File: config.mk
export PLATFORM = sky130hd
export DESIGN_NAME = bounce_generator
export DESIGN_NICKNAME = d
export VERILOG_FILES = /design/src/rtl/bounce_generator.sv
export SDC_FILE = /design/constraint.sdc
export NUM_CORES = 1
export LEC_CHECK = 0
export BUFFER_PORTS_ARGS = -buffer_cell sky130_fd_sc_hd__buf_2
export CORE_UTILIZATION = 60
export CTS_BUF_LIST = sky130_fd_sc_hd__clkbuf_4 sky130_fd_sc_hd__clkbuf_8
export DETAILED_ROUTE_END_ITERATION = 10
export HOLD_SLACK_MARGIN = 0.05
export PLACE_DENSITY = 0.84
export RECOVER_POWER = 50
export SLEW_MARGIN = 40
export SYNTH_ARGS = -nofsm -noshare
export SYNTH_HDL_FRONTEND = slang
export SYNTH_SLANG_ARGS = --single-unit
File: constraint.sdc
create_clock -name i_clk -period 2.4 [get_ports i_clk]
set_input_delay 0 -clock i_clk [delete_from_list [all_inputs] [get_ports i_clk]]
set_output_delay 0 -clock i_clk [all_outputs]
set_load 0.02 [all_outputs]
File: src/rtl/bounce_generator.sv
// bounce_generator: mechanical-contact emulator. A change on the commanded
// level becomes a burst of toggles with LFSR-chosen gaps, then the final level
// is held for a fixed settle time and completion is pulsed. Every output is a
// flop; i_level only reaches the outputs through registered state.
module bounce_generator #(
  parameter int          BOUNCE_COUNT  = 3,
  parameter int          MIN_GAP       = 4,
  parameter int          GAP_BITS      = 4,
  parameter int          SETTLE_CYCLES = 16,
  parameter logic [15:0] SEED          = 16'hACE1
) (
  input  logic i_clk,
  input  logic i_rst_n,
  input  logic i_level,
  output logic o_bounce,
  output logic o_busy,
  output logic o_settled
);

  localparam int GAP_W    = $clog2(MIN_GAP + 2**GAP_BITS + 1);
  localparam int EDGE_MAX = 2 * BOUNCE_COUNT;
  // Keep the edge counter at least one bit wide when no bounces are requested.
  localparam int EDGE_W   = (EDGE_MAX > 0) ? $clog2(EDGE_MAX + 1) : 1;
  localparam int SETTLE_W = $clog2(SETTLE_CYCLES + 1);

  // An all-zero Galois LFSR never leaves zero, so a zero seed is replaced.
  localparam logic [15:0]         SEED_EFF    = (SEED == 16'h0000) ? 16'h0001 : SEED;
  localparam logic [15:0]         LFSR_TAPS   = 16'hB400;
  localparam logic [GAP_W-1:0]    MIN_GAP_W   = GAP_W'(MIN_GAP);
  localparam logic [EDGE_W-1:0]   EDGE_INIT   = EDGE_W'(EDGE_MAX);
  localparam logic [SETTLE_W-1:0] SETTLE_INIT = SETTLE_W'(SETTLE_CYCLES);

  typedef enum logic [1:0] {
    ST_IDLE,
    ST_BOUNCE,
    ST_SETTLE
  } state_t;

  state_t              state_q,   state_d;
  logic                target_q,  target_d;
  logic                bounce_q,  bounce_d;
  logic                busy_q,    busy_d;
  logic                settled_q, settled_d;
  logic [GAP_W-1:0]    gap_q,     gap_d;
  logic [EDGE_W-1:0]   edges_q,   edges_d;
  logic [SETTLE_W-1:0] settle_q,  settle_d;
  logic [15:0]         lfsr_q,    lfsr_d;

  logic [15:0]         lfsr_step;
  logic [GAP_W-1:0]    gap_load;

  // LFSR successor and the gap it would produce; both are consumed only when a
  // gap is actually loaded, so the LFSR advances exactly once per output edge.
  always_comb begin
    lfsr_step = {1'b0, lfsr_q[15:1]} ^ (lfsr_q[0] ? LFSR_TAPS : 16'h0000);
    gap_load  = MIN_GAP_W + GAP_W'(lfsr_q[GAP_BITS-1:0]);
  end

  // Next-state and output logic for the idle / bounce / settle sequencer.
  always_comb begin
    state_d   = state_q;
    target_d  = target_q;
    bounce_d  = bounce_q;
    busy_d    = busy_q;
    settled_d = 1'b0;
    gap_d     = gap_q;
    edges_d   = edges_q;
    settle_d  = settle_q;
    lfsr_d    = lfsr_q;

    case (state_q)
      ST_IDLE: begin
        // i_level is only looked at here, so changes while busy are ignored.
        if (i_level != target_q) begin
          target_d = i_level;
          bounce_d = i_level;
          gap_d    = gap_load;
          lfsr_d   = lfsr_step;
          edges_d  = EDGE_INIT;
          busy_d   = 1'b1;
          if (BOUNCE_COUNT == 0) begin
            state_d  = ST_SETTLE;
            settle_d = SETTLE_INIT;
          end else begin
            state_d = ST_BOUNCE;
          end
        end
      end

      ST_BOUNCE: begin
        if (gap_q <= GAP_W'(1)) begin
          bounce_d = ~bounce_q;
          edges_d  = edges_q - EDGE_W'(1);
          gap_d    = gap_load;
          lfsr_d   = lfsr_step;
          // Even number of toggles after the first edge: this one lands on target.
          if (edges_q == EDGE_W'(1)) begin
            state_d  = ST_SETTLE;
            settle_d = SETTLE_INIT;
          end
        end else begin
          gap_d = gap_q - GAP_W'(1);
        end
      end

      ST_SETTLE: begin
        if (settle_q <= SETTLE_W'(1)) begin
          settled_d = 1'b1;
          busy_d    = 1'b0;
          settle_d  = '0;
          state_d   = ST_IDLE;
        end else begin
          settle_d = settle_q - SETTLE_W'(1);
        end
      end

      default: begin
        state_d = ST_IDLE;
      end
    endcase
  end

  // State register with asynchronous active-low reset.
  always_ff @(posedge i_clk or negedge i_rst_n) begin
    if (!i_rst_n) begin
      state_q   <= ST_IDLE;
      target_q  <= 1'b0;
      bounce_q  <= 1'b0;
      busy_q    <= 1'b0;
      settled_q <= 1'b0;
      gap_q     <= '0;
      edges_q   <= '0;
      settle_q  <= '0;
      lfsr_q    <= SEED_EFF;
    end else begin
      state_q   <= state_d;
      target_q  <= target_d;
      bounce_q  <= bounce_d;
      busy_q    <= busy_d;
      settled_q <= settled_d;
      gap_q     <= gap_d;
      edges_q   <= edges_d;
      settle_q  <= settle_d;
      lfsr_q    <= lfsr_d;
    end
  end

  assign o_bounce  = bounce_q;
  assign o_busy    = busy_q;
  assign o_settled = settled_q;

endmodule

=== Yosys cells after proc, flatten, opt, wreduce, memory -nomap -nowiden ===
Index checks and enable logic that the tools add are counted.

* Input port bits: 3
* Word-level logic and storage cells: 62
* Output and inout bits: 3
* Register bits after elaboration: 35

* Reductions and logical operators: 10
* Muxes and demuxes: 27
* Equality and inequality tests: 8
* Order comparisons: 2
* Bitwise logic cells: 2
* Add/sub/neg operators: 4

{| class="wikitable"
|+ Operator list
! operator !! number
|-
| two-way mux 16 bit || 3
|-
| case mux 16 bit (2 select lines) || 1
|-
| two-way mux 5 bit || 5
|-
| case mux 5 bit (2 select lines) || 2
|-
| bitwise XOR 15 x 16 -> 16 bit || 1
|-
| less-or-equal comparator 5 x 1 -> 1 bit, second input constant || 2
|-
| subtractor 5 x 1 -> 5 bit, second input constant || 2
|-
| AND reduction 3 bit || 3
|-
| two-way mux 2 bit || 4
|-
| inequality test 2 bit, second input constant || 4
|-
| two-way mux 1 bit || 6
|-
| two-way mux 3 bit || 2
|-
| case mux 2 bit (3 select lines) || 1
|-
| case mux 3 bit (2 select lines) || 1
|-
| nonzero test 2 bit || 3
|-
| adder 3 x 4 -> 5 bit, first input constant || 1
|-
| case mux 1 bit (2 select lines) || 2
|-
| AND reduction 2 bit || 2
|-
| AND reduction 4 bit || 1
|-
| equality test 3 x 1 -> 1 bit, second input constant || 1
|-
| subtractor 3 x 1 -> 3 bit, second input constant || 1
|-
| equality test 2 x 1 -> 1 bit, second input constant || 1
|-
| equality test 2 bit, second input constant || 1
|-
| logical NOT 2 bit || 1
|-
| other kinds (2) || 2
|}

=== Longest topological paths before layout ===
* Depth after elaboration: 4
* Gate-level depth with buffers: 7
* Gate-level depth less buffers: 6

=== Worst setup path after synthesis ===
No wires, ideal clock.

* Kind: reg-to-reg
* Start: reg gap_q[0]
* End: reg lfsr_q[1]
* Setup slack: 0.675 ns
* Required time: 2.275 ns
* Setup time: 0.125 ns
* Path buffers: 1
* Arrival time: 1.599 ns
* Cell stages (with the launch flop): 7
* Clock period less this slack: 1.725 ns
* Cells stage by stage: dfrtp_1 -> ha_1 -> o21bai_2 -> a21oi_4 -> nor2_8 -> buf_12 -> mux2_4

* Word-level cells in the longest chain between the ends: 3

{| class="wikitable"
|+ Ends and longest elaborated chain
! element !! RTL line !! source
|-
| start: declaration || 44 || <nowiki>logic [GAP_W-1:0] gap_q, gap_d;</nowiki>
|-
| start signal: assignment || 141 || <nowiki>gap_q <= gap_d;</nowiki>
|-
| less-or-equal comparator 5 x 1 -> 1 bit || 91 || <nowiki>if (gap_q <= GAP_W'(1)) begin</nowiki>
|-
| inequality test 2 bit (no source line) || - ||
|-
| AND reduction 3 bit (no source line) || - ||
|-
| end signal: assignment || 144 || <nowiki>lfsr_q <= lfsr_d;</nowiki>
|-
| end: declaration || 47 || <nowiki>logic [15:0] lfsr_q, lfsr_d;</nowiki>
|}

Every way passes these cells.
A chain may end at the register's enable or synchronous reset.

=== Worst setup path in the final report ===
* Start: reg state_q[0]
* End: reg lfsr_q[14]

* Word-level cells in the longest chain between the ends: 3
* Elaborated cells between the ends (all ways): 7
* Classes of those cells: 3 x eq/ne; 1 x mux; 3 x reduce/logical

{| class="wikitable"
|+ Ends and longest elaborated chain
! element !! RTL line !! source
|-
| start: declaration || 39 || <nowiki>state_t state_q, state_d;</nowiki>
|-
| start signal: assignment || 136 || <nowiki>state_q <= state_d;</nowiki>
|-
| equality test 2 x 1 -> 1 bit / logical NOT 2 bit (equally long branches) || 71 || <nowiki>case (state_q)</nowiki>
|-
| inequality test 2 bit (no source line) / nonzero test 2 bit (equally long branches) || - ||
|-
| AND reduction 3 bit (no source line) || - ||
|}

Parallel ways exist; a longest one is shown, timed or not.

==> summary.md <==
| Metric | Value |
|---|---|
| PD cells | ~620 nW/um2 |
| Sw Ratio | a little under a third |
| Clock Sinks | 35 |
| Vias per cell | approximately 6 |
| Setup Buffers After CTS | 0 |
| Number of synthesized flops with an enable pin | 0 |
| Port buffer count | 5 |
| Clk pwr share | between 20% and 30% |
| Sequential cell area | 886 um2 |
| Setup crit start | state_q[0] |
| Number of global-route vias before repair | 1161 |
| Final Hold Viols | 0 |
| DIE AREA | ~3200 um2 |
| First-pass GRT wire length | between 5000 and 6000 um |
| P_sw | between 300 and 400 uW |
| Crit-path slowest cell | dfrtp_1 |
| # setup viols final | 0 |
| RSZ-0062 raised after global routing | false |
| Initial Util | 64.4% |
| Minimum clock period | between 1.5 and 2 ns |
| Final Instance Count excl. Fillers | 197 |
| Peak supply drop | 0.000387 V |
| FILL cells | between 200 and 250 |
| Worst clock skew | around 0.0095 ns |
| CP arrival | approximately 2.1 ns |
| Final total power | between 1000 and 1500 uW |
| TritonCTS Buffers | 5 |
| Footprint of the multi-input gates | 837 um2 |
| Yosys cell types | 41 |
| Critical Path End Type | flop |
| Critical Path, Cell by Cell | inv_1 > a21o_4 > nor2_8 > mux2_2 |
| Pin count of the biggest net entering global routing | 36 |
| Failing checks | DRC, capacitance limit, slew limit |
| Max-cap violation count | 1 |
| Final Max Tran Viols | 36 |
| Initial antenna violation count | 0 |
| Peak Freq | ~540 MHz |
| Worst setup SP type | flop |
| Worst hold path class | in -> reg |
| WL final | 2870 um |
| Sequential share of the synthesized area | just under 50% |
| Worst Tran Pin Value | roughly 1.8 ns |
| Iteration-0 DRC Markers | 46 |
| Clock-pin slew on the worst setup and hold paths | about 0.11 ns |
| Max H-tree Level | 2 |
| Avg Synthesized Cell Area | approximately 12 um2 |
| Status | complete, but fails checks |
| Slew HR | -18.1% |
| Routability cong. | ~0.86 |
| Fin nets | around 180 |
| Gr usage total | about a fifth |
| Pleak | approximately 0.00087 uW |
| Hold Buf Count CTS | 2 |
| Final HPWL DP | around 2000 um |
| Sequential share of power | a little under three fifths |
| Area Overhead vs Synth | 5.33% |
| Share of cells above drive strength 1 | between 20% and 30% |
| Largest stage delay, worst path | 0.58 ns |
| Ys async rst share | 100% |
| Placed cells | roughly 190 |
| Combinational Power Share | about 18% |
| Critical path peak fanout | 18 |
| Clk_lat worst skew | 0.34 ns |
| Io pins | 6 |
| Ant. Diodes | 0 |
| CP required | between 2 and 3 ns |
| Mapped Area | between 1500 and 2000 um2 |
| Wirelength per Cell | 14.6 um |
| RR Startpoint | state_q[0] |
| Syn Nets | 166 |
| Main synth FF type | dfrtp_1 |
| Syn Inst Count | 156 |
| Min Hold Slack | just under 0.5 ns |
| Core Util, Final | between 60% and 70% |
| DIE WIDTH | 56.9 um |
| CP Class | reg -> reg |
| YS warnings | 0 |
| Post-route ant nets | 0 |
| Area share of the largest cell type after synthesis | a little under two fifths |
| Resized cells post-CTS | 0 |
| Residual DRC | 4 |
| CTS root buffer | clkbuf_4 |
| TritonCTS clock tree | built |
| Internal power | roughly 800 uW |
| Via count of the routed design | 1184 |
| Bufs on Longest Clock Path | 2 |
| Aggregate negative setup slack | 0 ns |
| Core area | roughly 2800 um2 |
| FF+latch count, synth | 35 |
| Chip height | approximately 57 um |
| Most area-consuming cells after synthesis | dfrtp_1, dfstp_2, mux2_4 |
| Drt pass-1 iters | 7 |
| Site Rows | 19 |
| HP Start | i_level |
| Tcrit/Tclk final | roughly 77% |
| Grt total ovfl | 0 |
| Area leader, netlist | dfrtp_1 |
[Yosys cell counts, types with 2 or more instances]
cell and number:
dfstp_2 8, nand4_1 4, inv_1 11, o21ai_0 10
nor2_1 13, a31oi_1 2, dfrtp_1 27, mux2_2 9
nor3_1 5, o22ai_1 4, mux2_4 8, nand3_1 3
xor2_1 3, nand2_1 6, a21oi_1 6, xnor2_1 2
o32ai_1 2, buf_2 2, nor2b_1 2, a2bb2oi_1 2
ha_1 7
[per-layer routing]
metal | track usage [%] | wire [um] | share of wire (%) | vias to the layer above
li1 | - | - | - | 572
met2 | 34.0 | 1380 | 48 | 36
met3 | 6.45 | 114 | 4.0 | 5
met1 | 24.8 | 1310 | 46 | 571
met5 | 0 | 0 | 0 | -
met4 | 9.41 | 63 | 2.2 | 0
[path summary, 6_finish.rpt]
kind / endpoint / slack, ns / cells past startpoint
worst max-delay path: lfsr_q[14] / 0.56 / 4
worst min-delay path: target_q / 0.48 / 3
worst max register to register: lfsr_q[14] / 0.56 / 4
worst min register to register: lfsr_q[3] / 0.51 / 1
max in group asynchronous: lfsr_q[12] / 0.72 / 2
min in group asynchronous: gap_q[4] / 0.65 / 2
[worst max-delay path, delay by kind of cell, from the launching register on]
family,cells,cell delay (ns)
compound gates,1,0.28
buf+inv,1,0.17
flops,1,0.58
mux,1,0.38
simple gates,1,0.32
[placed cells by master (no fill, tap or decap), types with 6 or more instances in the layout]
| cell type | netlist | layout |
|---|---|---|
| a21oi_1 | 6 | 6 |
| dfstp_2 | 8 | 8 |
| nor2_1 | 13 | 13 |
| dfrtp_1 | 27 | 27 |
| mux2_4 | 8 | 8 |
| o21ai_0 | 10 | 10 |
| ha_1 | 7 | 7 |
| inv_1 | 11 | 11 |
| mux2_2 | 9 | 9 |
| nand2_1 | 6 | 6 |
[final cells by class]
class                   count  share of cell area, %
clock buffers               5                   1.97
multi-input cells         105                   44.0
inverters                  11                   2.17
repair buffers              7                   2.24
well taps                  31                   2.04
flip-flops and latches     35                   46.5
clock inverters             3                   1.05
[power by group through the flow]
stage / clock network, uW / logic, uW / registers (uW)
3_5_place_dp: 0 / 210 / 658
3_3_place_gp: 0 / 202 / 656
5_1_grt: 349 / 236 / 652
2_1_floorplan: 0 / 178 / 654
4_1_cts: 325 / 213 / 647
6_report: 314 / 210 / 648
[flip-flops by register name (all words and copies together) (netlist names), 2 cells and up]
register / flops
edges_q: 3
gap_q: 5
lfsr_q: 16
settle_q: 5
state_q: 2
[cell families (layout without fill, tap and decap cells)]
family                     Yosys count  count (layout)  share of synthesized area [%]
buffers and inverters               16              26                           4.64
muxes                               18              18                           12.8
DFF                                 35              35                           49.0
AOI/OAI and AO/OA                   35              35                           13.9
adders and majority gates            7               7                           4.85
xor gates and xnor gates             5               5                           2.42
and+or+nand+nor                     40              40                           12.4
[through the flow]
step | instance area (um2) | setup slack, ns
floorplan | 1810 | 0.675
global placement | 1830 | 0.661
detailed placement | 1830 | 0.596
CTS | 1910 | 0.577
global route | 1900 | 0.302
finish | 1900 | 0.558
Note: power is estimated with default switching activity, not from simulation.
